==> src/rtl/custom_instr_pkg.sv <==
// rtl/custom_instr_pkg.sv - shared types and constants for the custom instruction blocks
//
// Contents:
//   WBITS_MAX_SIGS    width of the result word and the largest legal signal count
//   wbits_il_state_t  state encoding of the wbits_interleave sequencer
//   wbits_sig_width   width of a signal counter able to hold 0..num_sigs
package custom_instr_pkg;

  localparam int WBITS_MAX_SIGS = 32;

  typedef enum logic [1:0] {
    WBITS_IL_IDLE = 2'd0,
    WBITS_IL_READ = 2'd1,
    WBITS_IL_DONE = 2'd2
  } wbits_il_state_t;

  function automatic int wbits_sig_width(input int num_sigs);
    return $clog2(num_sigs) + 1;
  endfunction

endpackage

==> src/rtl/if_rmem.sv <==
// rtl/if_rmem.sv - single-outstanding memory read port between a coprocessor and memory
//
// Signals:
//   start  1   read request strobe, one cycle per read
//   addr   32  byte address of the read, valid with start
//   rdata  32  read data, valid with done
//   done   1   read completion strobe
// Modports:
//   read_coproc  requester side (drives start/addr)
//   mem          responder side (drives rdata/done)
interface if_rmem;

  logic        start;
  logic [31:0] addr;
  logic [31:0] rdata;
  logic        done;

  modport read_coproc (
    output start,
    output addr,
    input  rdata,
    input  done
  );

  modport mem (
    input  start,
    input  addr,
    output rdata,
    output done
  );

endinterface

==> src/rtl/wbits_spread.sv <==
// rtl/wbits_spread.sv - combinational bit spreader for one interleaved signal
//
// Ports:
//   rdata   in   32                  raw signal record; only the low BPS bits are used
//   sig     in   $clog2(NUM_SIGS)+1  index of the signal this record belongs to
//   spread  out  32                  rdata bit i placed at bit i*NUM_SIGS+sig, zeros elsewhere
module wbits_spread
  import custom_instr_pkg::*;
#(
  parameter int NUM_SIGS = 4
) (
  input  logic [31:0]               rdata,
  input  logic [$clog2(NUM_SIGS):0] sig,
  output logic [31:0]               spread
);

  localparam int BPS = WBITS_MAX_SIGS / NUM_SIGS;

  // Signal s occupies every NUM_SIGS-th bit starting at s. The index is
  // formed in 5 bits; for legal sig values it never exceeds 31.
  always_comb begin
    spread = '0;
    for (int i = 0; i < BPS; i++) begin
      spread[5'(i * NUM_SIGS) + 5'(sig)] = rdata[i];
    end
  end

endmodule

==> src/rtl/wbits_interleave.sv <==
// rtl/wbits_interleave.sv - gathers NUM_SIGS signal records and bit-interleaves them into one word
//
// Ports:
//   clk_i       in   1   clock
//   rst_ni      in   1   asynchronous active-low reset
//   start_i     in   1   instruction start strobe, ignored while busy
//   mode_i      in   1   0 = overwrite, 1 = OR result into rd_i (sampled with start_i)
//   address_i   in   32  address of signal 0 record (sampled with start_i)
//   rd_i        in   32  current destination value (sampled with start_i)
//   read_if     port     memory read requester, one read outstanding at a time
//   rd_o        out  32  result word, nonzero only while done_o
//   inc_addr_o  out  32  NUM_SIGS*STRIDE, nonzero only while done_o
//   done_o      out  1   one-cycle completion strobe
//   busy_o      out  1   high whenever the sequencer is not idle
module wbits_interleave
  import custom_instr_pkg::*;
#(
  parameter int NUM_SIGS = 4,
  parameter int STRIDE   = 9
) (
  input  logic        clk_i,
  input  logic        rst_ni,
  input  logic        start_i,
  input  logic        mode_i,
  input  logic [31:0] address_i,
  input  logic [31:0] rd_i,
  if_rmem.read_coproc read_if,
  output logic [31:0] rd_o,
  output logic [31:0] inc_addr_o,
  output logic        done_o,
  output logic        busy_o
);

  localparam int                SIG_W    = wbits_sig_width(NUM_SIGS);
  localparam logic [SIG_W-1:0]  LAST_SIG = SIG_W'(NUM_SIGS - 1);
  localparam logic [31:0]       STRIDE_W = 32'(STRIDE);
  localparam logic [31:0]       INC_W    = 32'(NUM_SIGS * STRIDE);

  wbits_il_state_t  state_q, state_d;
  logic [31:0]      acc_q, acc_d;
  logic [SIG_W-1:0] sig_q, sig_d;
  logic [SIG_W-1:0] sig_inc;
  logic [31:0]      base_q;
  logic [31:0]      rd_q;
  logic             mode_q;
  logic             latch_en;
  logic [31:0]      spread;
  logic             mem_start;
  logic [31:0]      mem_addr;

  // Byte offset of a signal record from the base, wrapping at 32 bits.
  function automatic logic [31:0] sig_offset(input logic [SIG_W-1:0] s);
    return 32'(s) * STRIDE_W;
  endfunction

  assign sig_inc = sig_q + SIG_W'(1);

  wbits_spread #(
    .NUM_SIGS (NUM_SIGS)
  ) u_spread (
    .rdata  (read_if.rdata),
    .sig    (sig_q),
    .spread (spread)
  );

  always_comb begin
    state_d    = state_q;
    acc_d      = acc_q;
    sig_d      = sig_q;
    latch_en   = 1'b0;
    mem_start  = 1'b0;
    mem_addr   = base_q + sig_offset(sig_q);
    rd_o       = '0;
    inc_addr_o = '0;
    done_o     = 1'b0;

    case (state_q)
      WBITS_IL_IDLE: begin
        if (start_i) begin
          latch_en  = 1'b1;
          acc_d     = '0;
          sig_d     = '0;
          // The base is not latched yet, so the first read uses address_i directly.
          mem_start = 1'b1;
          mem_addr  = address_i;
          state_d   = WBITS_IL_READ;
        end
      end

      WBITS_IL_READ: begin
        if (read_if.done) begin
          acc_d = acc_q | spread;
          // sig never exceeds LAST_SIG, so inequality means more signals remain.
          if (sig_q != LAST_SIG) begin
            sig_d     = sig_inc;
            mem_start = 1'b1;
            mem_addr  = base_q + sig_offset(sig_inc);
          end else begin
            state_d = WBITS_IL_DONE;
          end
        end
      end

      WBITS_IL_DONE: begin
        done_o     = 1'b1;
        rd_o       = mode_q ? (acc_q | rd_q) : acc_q;
        inc_addr_o = INC_W;
        state_d    = WBITS_IL_IDLE;
      end

      default: begin
        state_d = WBITS_IL_IDLE;
      end
    endcase
  end

  // The IDLE start path is combinational from start_i, so it is gated by
  // reset to keep the memory port quiet while reset is held.
  assign read_if.start = mem_start & rst_ni;
  assign read_if.addr  = rst_ni ? mem_addr : '0;
  assign busy_o        = (state_q != WBITS_IL_IDLE);

  always_ff @(posedge clk_i or negedge rst_ni) begin
    if (!rst_ni) begin
      state_q <= WBITS_IL_IDLE;
      acc_q   <= '0;
      sig_q   <= '0;
      base_q  <= '0;
      rd_q    <= '0;
      mode_q  <= 1'b0;
    end else begin
      state_q <= state_d;
      acc_q   <= acc_d;
      sig_q   <= sig_d;
      if (latch_en) begin
        base_q <= address_i;
        rd_q   <= rd_i;
        mode_q <= mode_i;
      end
    end
  end

endmodule

==> src/flat_wrapper.sv <==
// flat-port wrapper written by rule: the top's interface ports become plain ports
module wbits_interleave_flat import custom_instr_pkg::*;
#(
  parameter int NUM_SIGS = 4,
  parameter int STRIDE   = 9
)
  (clk_i, rst_ni, start_i, mode_i, address_i, rd_i, rd_o, inc_addr_o, done_o, busy_o, read_if_start, read_if_addr, read_if_rdata, read_if_done);
  if_rmem read_if_i ();
  input  logic clk_i;
  input  logic rst_ni;
  input  logic start_i;
  input  logic mode_i;
  input  logic [31:0] address_i;
  input  logic [31:0] rd_i;
  output logic [31:0] rd_o;
  output logic [31:0] inc_addr_o;
  output logic done_o;
  output logic busy_o;
  output wire logic [$bits(read_if_i.start)-1:0] read_if_start;
  output wire logic [$bits(read_if_i.addr)-1:0] read_if_addr;
  input wire logic [$bits(read_if_i.rdata)-1:0] read_if_rdata;
  input wire logic [$bits(read_if_i.done)-1:0] read_if_done;
  assign read_if_start = read_if_i.start;
  assign read_if_addr = read_if_i.addr;
  assign read_if_i.rdata = read_if_rdata;
  assign read_if_i.done = read_if_done;
  wbits_interleave #(.NUM_SIGS(NUM_SIGS), .STRIDE(STRIDE)) u_core (.clk_i(clk_i), .rst_ni(rst_ni), .start_i(start_i), .mode_i(mode_i), .address_i(address_i), .rd_i(rd_i), .read_if(read_if_i), .rd_o(rd_o), .inc_addr_o(inc_addr_o), .done_o(done_o), .busy_o(busy_o));
endmodule
==> config.mk <==
export PLATFORM = sky130hd
export DESIGN_NAME = wbits_interleave_flat
export DESIGN_NICKNAME = d
export VERILOG_FILES = /design/src/rtl/custom_instr_pkg.sv /design/src/rtl/if_rmem.sv /design/src/rtl/wbits_spread.sv /design/src/rtl/wbits_interleave.sv /design/src/flat_wrapper.sv
export SDC_FILE = /design/constraint.sdc
export NUM_CORES = 1
export LEC_CHECK = 0
export BUFFER_PORTS_ARGS = -buffer_cell sky130_fd_sc_hd__clkbuf_2
export CORE_UTILIZATION = 54
export CTS_CLUSTER_SIZE = 14
export DETAILED_ROUTE_END_ITERATION = 10
export GPL_ROUTABILITY_DRIVEN = 1
export PLACE_DENSITY = 0.86
export SYNTH_ARGS = -nofsm -noshare
export SYNTH_HDL_FRONTEND = slang
export SYNTH_HIERARCHICAL = 1
export SYNTH_SLANG_ARGS = --single-unit
export TNS_END_PERCENT = 100
==> constraint.sdc <==
create_clock -name clk_i -period 4.2 [get_ports clk_i]
set_input_delay 0.84 -clock clk_i [delete_from_list [all_inputs] [get_ports clk_i]]
set_output_delay 0.84 -clock clk_i [all_outputs]
set_load 0.1 [all_outputs]
Word-level counts from Yosys, hierarchy flattened
Index checks and enable logic that the tools add are counted.

cells by class
  multipliers = 2
  order comparisons = 16
  reduce and logical (&&, ||, !) cells = 14
  muxes and demuxes = 48
  add/sub/neg operators = 10
  eq/ne operators = 7
  bitwise logic cells = 4

operator list
  kind                                                                                 count
  32-bit two-way mux                                                                   8
  32-bit bitwise mux                                                                   7
  32-bit case mux with 2 select lines                                                  2
  32-bit by 7-bit adder with 32-bit output                                             2
  32-bit OR                                                                            2
  5-bit by 6-bit < comparator with 1-bit output, second input constant                 6
  1-bit demux with 5-bit select                                                        7
  32-bit by 8-bit bitwise AND with 32-bit output                                       1
  5-bit by 1-bit greater-or-equal comparator with 1-bit output, second input constant  6
  3-bit by 4-bit multiplier with 7-bit output, second input constant                   2
  1-bit two-way mux                                                                    13
  4-bit by 3-bit adder with 5-bit output, first input constant                         2
  5-bit by 3-bit adder with 5-bit output, first input constant                         2
  3-bit two-way mux                                                                    3
  1-bit logical AND                                                                    8
  3-bit by 6-bit < comparator with 1-bit output, second input constant                 1
  4-bit by 6-bit < comparator with 1-bit output, second input constant                 1
  2-bit two-way mux                                                                    3
  6-bit two-way mux                                                                    1
  2-bit != test, second input constant                                                 3
  3-bit case mux with 2 select lines                                                   1
  3-bit AND reduction                                                                  2
  3-bit by 4-bit adder with 5-bit output, first input constant                         1
  4-bit by 4-bit adder with 5-bit output, first input constant                         1
  15 further kinds                                                                     16

word-level totals
  bits in registers = 102
  word-level logic and storage cells = 107
  output and inout port bits = 99
  input bits = 101

Logic depth before layout (Yosys ltp)
Gate-level depths: netlist of the first run.

  depth after elaboration = 15
  gate-level depth with buffers = 13

By module
Netlist of the first run, hierarchy kept.

modules (own cells, without submodules)
  module            instances  cells an instance  area an instance (µm²)
  wbits_interleave  1          875                6,845.3
  wbits_spread      1          48                 282.8

Worst setup path after synthesis of the first run
OpenSTA, ideal clock, no wires.

  path kind = register to output
  start = register u_core.sig_q[0]
  end = output port read_if_addr[11]
  cell stages (with the launch flop) = 12
  setup slack = -1.631 ns
  data arrival time = 4.991 ns
  cell sequence = dfrtp_1 -> ha_1 -> ha_1 -> inv_1 -> ha_1 -> fa_1 -> a211oi_1 -> o21bai_1 -> a21oi_1 -> o21ai_0 -> and4_2 -> nor3_1

on the way
  longest elaborated chain between the ends = 7
  elaborated cells between the ends (all ways) = 11
  classes of those cells = add/sub: 3; mul: 2; eq/ne: 1; mux: 5

ends and longest elaborated chain
  item                                         line                     text
  start, declared                              wbits_interleave.sv:41   logic [SIG_W-1:0] sig_q, sig_d;
  start signal, assigned                       wbits_interleave.sv:134  sig_q <= sig_d;
  3-bit by 1-bit adder with 3-bit output       wbits_interleave.sv:56   assign sig_inc = sig_q + SIG_W'(1);
  3-bit by 4-bit multiplier with 7-bit output  wbits_interleave.sv:53   return 32'(s) * STRIDE_W;
  32-bit by 7-bit adder with 32-bit output     wbits_interleave.sv:97   mem_addr = base_q + sig_offset(sig_inc);
  32-bit two-way mux                           wbits_interleave.sv:94   if (sig_q != LAST_SIG) begin
  32-bit two-way mux                           wbits_interleave.sv:91   if (read_if.done) begin
  32-bit case mux with 2 select lines (*)      wbits_interleave.sv:77   case (state_q)
  32-bit two-way mux (*)                       wbits_interleave.sv:120  assign read_if.addr = rst_ni ? mem_addr : '0;
  end, declared                                flat_wrapper.sv:20       output wire logic [$bits(read_if_i.addr)-1:0] read_if_addr;

Every way passes the cells marked *; elsewhere a longest branch is shown, timed or not.

Final worst setup path of the first run
  start = register u_core.sig_q[0]
  end = output port read_if_addr[26]

Same word-level chain as after synthesis.

==> results of run 1 <==
[registers in the layout, indices dropped and copies added, names as in the netlist]
register / flops
u_core/base_q: 32
u_core/mode_q: 1
u_core/state_q: 2
u_core/sig_q: 3
u_core/acc_q: 32
u_core/rd_q: 32
[worst max-delay path, delay by kind of cell, from the launching register on]
family	cells	cell delay [ps]
compound gates	4	810
fa+ha+maj	4	980
buf+inv	3	400
flops	1	430
mux	1	310
simple gates	1	250
[metal layers]
layer  track usage  wire length [µm]  up-vias
li1              -                 -     3430
met1         0.441              8860     3635
met2         0.575             11800      613
met3        0.0633              2410      119
met4         0.223              1270        0
met5             0                 0        -
[what timing repair did]
action | CTS | global route
hold endpoints to repair | 0 | 0
pin swaps | 36 | 50
resized for setup | 60 | 40
cloned | 0 | 1
buffers inserted | 17 | 13
endpoints found under the setup margin | 25 | 25
[final cells by class]
class                      count  area share
clock buffer                   9      0.0230
clock inverter                 7     0.00868
sequential                   102       0.261
multi-input combinational    742       0.500
inverter                      18     0.00715
timing repair buffer         211       0.179
tap                          172      0.0220
[power by group through the flow]
stage	sequential [µW]	clock [µW]	combinational, µW
2_1_floorplan	1700	0	4010
4_1_cts	1950	880	6020
3_3_place_gp	1920	0	5240
5_1_grt	2060	918	7010
3_5_place_dp	1930	0	5380
6_report	2010	875	6640
[per-stage QoR]
stage,worst slack (ps),hold WS (ps),TNS [ps]
floorplan,-263,446,-263
finish,-174,300,-1470
global placement,83.2,458,0
detailed placement,-62.8,463,-62.8
global route,-258,300,-3250
CTS,-42.2,300,-127
[cells in the mapped netlist, drive strengths merged, types with 6 or more instances]
master / number / area [µm²]
buf: 59 / 390
o211ai: 10 / 80.1
xor2: 10 / 87.6
nor2: 120 / 455
a21o: 6 / 45.0
nor4: 9 / 56.3
mux2i: 10 / 130
clkbuf: 31 / 119
and3: 8 / 50.1
a21oi: 90 / 454
xnor2: 20 / 175
a211oi: 8 / 60.1
dfrtp: 102 / 2550
o21ai: 33 / 169
nor3: 6 / 30.0
or4: 6 / 48.8
o22ai: 7 / 43.8
ha: 26 / 325
a31oi: 15 / 100
inv: 18 / 67.6
nand3: 22 / 123
nand4: 16 / 128
nand2: 218 / 818
[how the worst max path moves through the flow]
stage                                from               end  slack (ps)  cells past startpoint
after floorplan           u_core/sig_q[0]  read_if_addr[11]        -260                     11
after global placement    u_core/sig_q[0]  read_if_addr[18]          80                     13
after detailed placement  u_core/sig_q[0]  read_if_addr[18]         -60                     13
after CTS                 u_core/sig_q[1]  read_if_addr[26]         -40                     13
after global routing      u_core/sig_q[0]  read_if_addr[26]        -260                     12
final                     u_core/sig_q[0]  read_if_addr[26]        -170                     13
[kinds of logic (layout without fill, tap and decap cells)]
logic type,count (synthesis),count (layout),synth area share
adder cells (fa/ha/maj),28,28,0.0513
flip-flops,102,102,0.358
buffers and inverters,108,245,0.0809
AO/OA/AOI/OAI,207,207,0.182
other,1,30,0.000526
multiplexers,10,10,0.0183
XOR/XNOR,30,30,0.0369
AND/OR/NAND/NOR,437,437,0.272
==> impl_metrics.json, run 1 <==
{
  "cts.htree.levels": 3,
  "start_kind": "flop",
  "fin_cells": 1261,
  "num-nets-final": 1213,
  "cts_tree": "done",
  "cp_common_cell": "sky130_fd_sc_hd__ha_4",
  "setup.worst_path.class": "flop to output pin",
  "power.clock.fraction": 0.092,
  "fin_ws_ps": -174,
  "globalplace.congestion": 0.949,
  "finalHoldViolCount": 0,
  "power.combinational.fraction": 0.697,
  "areaGrowthSynthToFinish_pct": 37.5,
  "power.switching_uw": 5070,
  "n_antenna_cell": 0,
  "cts_buffer_depth": 2,
  "fp.dieH_um": 117,
  "layout.cells.most_common": "sky130_fd_sc_hd__nand2_1",
  "die_area_um2": 13700,
  "clkSinkCount": 102,
  "maxCapViolCount": 0,
  "layout_common_cells": "215 x sky130_fd_sc_hd__nand2_1, 117 x sky130_fd_sc_hd__nor2_1, 112 x sky130_fd_sc_hd__clkbuf_2",
  "yosys_warnings": 6,
  "timing.critical_path.required_ps": 3360,
  "die_span_x_um": 117,
  "cts_hold_buffers": 0,
  "layout-drive-gt1-share": 0.319,
  "finish.instance_area_um2": 9800,
  "cpMaxStageDelayCell": "sky130_fd_sc_hd__a2111oi_4",
  "finalWorstPathRequiredPeriod_ps": 4370,
  "postSynth.topFlopCell": "sky130_fd_sc_hd__dfrtp_1",
  "total_number_of_vias": 7797,
  "path_max_fanout": 3,
  "routed_wire_length_mm": 24.3,
  "multiInputGateArea_um2": 4900,
  "critical_path_end_type": "output pin",
  "floorplan.initialDensity": 0.560,
  "placement_rows": 41,
  "postPlaceCellArea_um2": 8710,
  "synth_cell_types": 74,
  "critical_path.cell_chain": "ha_4 -> ha_4 -> inv_4 -> ha_4 -> ha_4 -> a211oi_4 -> buf_4 -> o21ai_2 -> nand3b_1 -> a2111oi_4 -> mux2i_2 -> a31oi_4 -> buf_12",
  "postSynthRegisterBits": 102,
  "antenna_found_initial": 0,
  "grt_use_total": 0.355,
  "syn_area_per_cell_um2": 7.72,
  "sequentialPowerShare": 0.211,
  "ys_seq_area_frac": 0.358,
  "total_leakage_power_uw": 0.00446,
  "report.power.total_uw": 9520,
  "finish.utilization": 0.770,
  "number_of_search_and_repair_iterations_in_the_first_detailed_routing_pass": 7,
  "arrival_ps": 3530,
  "first_pass_grt_wire_length_mm": 37.0,
  "worst_slew_margin_rel": 0.277,
  "num_cts_buffers": 9,
  "grt_pass1_vias": 7375,
  "outcome": "finished, violations left",
  "design.portCount": 200,
  "drc": 0,
  "worstReg2RegEnd": "u_core/rd_q[10]",
  "register_area_um2": 2550,
  "clk_latency_ps": 370,
  "synth-edff-count": 0,
  "drt-initial-drc-count": 972,
  "reg2reg_setup_slack_ps": 1410,
  "synthArstFlopShare": 1.00,
  "report.final.setup_viol": 18,
  "reg2reg_from": "u_core/sig_q[0]",
  "via_per_inst": 6.18,
  "overflow": 0,
  "post-route-period-util": 1.04,
  "fillCellCount": 820,
  "cts.reportedPaths.clkPinSlew_ps": 80,
  "setup_repair_after_global_routing_missed_its_margin": "true",
  "routed_wire_length_per_instance_um": 19.3,
  "crit_path_max_incr_delay_ps": 450,
  "detail-route-antenna-nets": 0,
  "dpl.hpwl_mm": 15.1,
  "design.core.area_um2": 12700,
  "synth_area_um2": 7130,
  "placement.io_buffers": 145,
  "failing_checks": "setup timing",
  "worst_slew_pin_slew_ps": 1080,
  "postSynthCellCount": 923,
  "finalClockSkew_ps": 9.70,
  "peakVddDrop_v": 0.000555,
  "min_path_type": "input port to asynchronous set/reset pin",
  "power_per_cell_area_nw_per_um2": 972,
  "p_int_uw": 4450,
  "placedCellCount": 1214,
  "clk_root_buffer_cell": "sky130_fd_sc_hd__clkbuf_16",
  "largest_net_degree_at_the_start_of_global_routing": 53,
  "power.switching_fraction": 0.533,
  "worstRegToRegCells": 9,
  "maximum_operating_frequency_ghz": 0.229,
  "finalMaxSlewViolations": 0
}
(Power assumes the default switching activity.)
==> run 2, diff against run 1 <==
--- a/config.mk
+++ b/config.mk
@@ -5,8 +5,9 @@
 export SDC_FILE = /design/constraint.sdc
 export NUM_CORES = 1
 export LEC_CHECK = 0
+export ABC_AREA = 1
 export BUFFER_PORTS_ARGS = -buffer_cell sky130_fd_sc_hd__clkbuf_2
-export CORE_UTILIZATION = 54
+export CORE_UTILIZATION = 55
 export CTS_CLUSTER_SIZE = 14
 export DETAILED_ROUTE_END_ITERATION = 10
 export GPL_ROUTABILITY_DRIVEN = 1
==> constraint.sdc (replaced) <==
create_clock -name clk_i -period 4.2 [get_ports clk_i]
set_input_delay 0.84 -clock clk_i [delete_from_list [all_inputs] [get_ports clk_i]]
set_output_delay 0.84 -clock clk_i [all_outputs]
set_load 0.02 [all_outputs]
==> run 2 against run 1 <==
Compared with the run above: maximum frequency is 7.6% higher; setup slack better by 310 ps; synthesized area grew 14%; first-iteration DRC count decreased by 30%; via count rose by 6.5%; combinational power decreased by 49%; flip-flop and latch count unchanged; largest power group unchanged; the run now ends clean; non-clock buffer count shrank 53; hold slack better by 91 ps; critical path depth grew 1; cell count grew 22%.
==> impl_metrics.json, run 2 <==
{
  "outcome": "complete, no violations",
  "clk_latency_ps": 360,
  "maximum_operating_frequency_ghz": 0.246,
  "finalClockSkew_ps": 5.91,
  "start_kind": "flop",
  "total_number_of_vias": 8307,
  "arrival_ps": 3230,
  "peakVddDrop_v": 0.000404,
  "total_leakage_power_uw": 0.00495,
  "worst_slew_pin_slew_ps": 1130,
  "n_antenna_cell": 0,
  "synth_area_um2": 8150,
  "clkSinkCount": 102,
  "cts.htree.levels": 3,
  "worst_slew_margin_rel": 0.250,
  "fin_cells": 1537,
  "post-route-period-util": 0.968,
  "met1_length_mm": 9.81,
  "first_pass_grt_wire_length_mm": 34.1,
  "synth_largest_type_area_fraction": 0.313,
  "met3_wirelength_mm": 1.44,
  "finalWorstPathRequiredPeriod_ps": 4070,
  "synth-edff-count": 0,
  "cp_common_cell": "sky130_fd_sc_hd__ha_1",
  "num_cts_buffers": 9,
  "crit_path_max_incr_delay_ps": 420,
  "fp.dieH_um": 124,
  "postSynthRegisterBits": 102,
  "cts_tree": "done",
  "die_span_x_um": 124,
  "layout_common_cells": "411 x sky130_fd_sc_hd__nand2_1, 140 x sky130_fd_sc_hd__inv_1, 138 x sky130_fd_sc_hd__clkbuf_2",
  "finalMaxSlewViolations": 0,
  "maxCapViolCount": 0,
  "antenna_found_initial": 0,
  "num-nets-final": 1477,
  "critical_path_end_type": "output pin",
  "critical_path.cell_chain": "ha_1 -> ha_1 -> ha_1 -> fa_2 -> nand2_2 -> nand3_1 -> nand3_2 -> nand2_4 -> nand2_4 -> nand2_1 -> nand4_1 -> nand3_1 -> a21oi_1 -> buf_4",
  "post-place-ws_ps": 326,
  "number_of_search_and_repair_iterations_in_the_first_detailed_routing_pass": 6,
  "post-synth-top-count-cell": "sky130_fd_sc_hd__nand2_1",
  "cts_buffer_depth": 2,
  "synth.top_cells.by_area": "sky130_fd_sc_hd__dfrtp_1 31%, sky130_fd_sc_hd__nand2_1 19%, sky130_fd_sc_hd__nand3_1 7.1%, sky130_fd_sc_hd__inv_1 6.5%, sky130_fd_sc_hd__a21oi_1 5.9%",
  "holdWs_ps": 391,
  "overflow": 0,
  "placement.io_buffers": 145,
  "layout-drive-gt1-share": 0.183,
  "setup_total_negative_slack_ps": 0,
  "placement_rows": 44,
  "grt_pass1_vias": 7086,
  "largest_net_degree_at_the_start_of_global_routing": 132,
  "route.top_layer_used": "met4",
  "synth_cell_types": 42,
  "cts_hold_buffers": 0,
  "setup.worst_path.class": "flop to output pin",
  "layout.cells.most_common": "sky130_fd_sc_hd__nand2_1",
  "globalplace.congestion": 0.920,
  "report.final.setup_viol": 0,
  "detail-route-antenna-nets": 0,
  "syn_area_per_cell_um2": 6.53,
  "post_synth_most_frequent_cells": "419 x sky130_fd_sc_hd__nand2_1, 141 x sky130_fd_sc_hd__inv_1, 116 x sky130_fd_sc_hd__nand3_1",
  "yosys_warnings": 6,
  "drt-initial-drc-count": 683,
  "design.core.area_um2": 14500,
  "setup_repair_after_global_routing_missed_its_margin": "false",
  "power_per_cell_area_nw_per_um2": 664,
  "placedCellCount": 1520,
  "min_path_type": "input port to asynchronous set/reset pin",
  "routed_wire_length_mm": 21.4,
  "grt_use_total": 0.286,
  "clk_root_buffer_cell": "sky130_fd_sc_hd__clkbuf_16",
  "design.portCount": 200,
  "fin_ws_ps": 134,
  "cts.reportedPaths.clkPinSlew_ps": 70,
  "finalHoldViolCount": 0,
  "cpMaxStageDelayCell": "sky130_fd_sc_hd__dfrtp_1",
  "dpl.hpwl_mm": 15.4,
  "timing.critical_path.required_ps": 3360,
  "path_max_fanout": 7,
  "drc": 0,
  "die_area_um2": 15300,
  "cell_accounting_for_the_most_synthesized_area": "sky130_fd_sc_hd__dfrtp_1",
  "postSynth.topFlopCell": "sky130_fd_sc_hd__dfrtp_1",
  "largestRegisters": "u_core/acc_q: 32 flops, u_core/base_q: 32 flops, u_core/rd_q: 32 flops",
  "synthArstFlopShare": 1.00,
  "dr_wl_met2_mm": 9.71,
  "routed_wire_length_per_instance_um": 13.9,
  "areaGrowthSynthToFinish_pct": 12.9,
  "postSynthCellCount": 1247,
  "ys_seq_area_frac": 0.313,
  "floorplan.initialDensity": 0.563,
  "via_per_inst": 5.40
}
-- run 2: repair_timing --
action	CTS	global route
resized for setup	2	46
setup endpoints to repair	11	21
pin swaps	1	6
setup buffers	1	0
-- run 2: logic make-up after synthesis --
| family | count (synthesis) | share of synthesized area |
|---|---|---|
| xor+xnor | 18 | 0.0194 |
| simple gates | 699 | 0.379 |
| fa+ha+maj | 28 | 0.0448 |
| other cells | 1 | 0.000460 |
| buf+inv | 246 | 0.142 |
| flops | 102 | 0.313 |
| compound gates | 153 | 0.100 |
-- run 2: report_power, final --
| group | switching (µW) | leakage [µW] | total (µW) | internal [µW] |
|---|---|---|---|---|
| Combinational | 2200 | 0.00351 | 3400 | 1200 |
| Sequential | 453 | 0.00130 | 1850 | 1400 |
| Clock | 420 | 0.000147 | 851 | 431 |
-- run 2: per-layer routing --
layer  track usage  vias to the layer above
li1              -                     4115
met1         0.407                     3844
met2         0.443                      316
met3        0.0481                       32
met4        0.0836                        0
met5             0                        -
-- run 2: cell type report --
type | instances | area [µm²]
fillers | 1367 | 5290
multi-input cells | 928 | 4680
flip-flops and latches | 102 | 2550
repair buffers | 158 | 881
inverters | 149 | 559
clock buffers | 10 | 239
well taps | 184 | 230
clock inverters | 6 | 53.8
-- run 2: stage by stage --
stage	power (µW)	instance area, µm²	util
global route	6650	9190	0.635
CTS	5930	9030	0.623
finish	6110	9190	0.635
floorplan	4310	8260	-
detailed placement	5060	8720	0.602
global placement	4960	8720	0.602
-- run 2: path summary, 6_finish.rpt --
check / from / endpoint / slack, ps / cells after the start
worst max-delay path: u_core/sig_q[0] / read_if_addr[27] / 130 / 14
worst min-delay path: rst_ni / u_core/base_q[26] / 390 / 1
worst max register to register: u_core/sig_q[0] / u_core/sig_q[1] / 2030 / 7
worst min register to register: u_core/rd_q[15] / u_core/rd_q[15] / 480 / 2
max in group asynchronous: rst_ni / u_core/acc_q[13] / 2920 / 2
min in group clk_i: u_core/rd_q[15] / u_core/rd_q[15] / 480 / 2
-- run 2: critical path: cells and delay by family (launching register included) --
kind | cells | cell delay (ps)
AOI/OAI and AO/OA | 1 | 180
adders and majority gates | 4 | 1260
buffers and inverters | 1 | 160
DFF | 1 | 420
and+or+nand+nor | 8 | 840
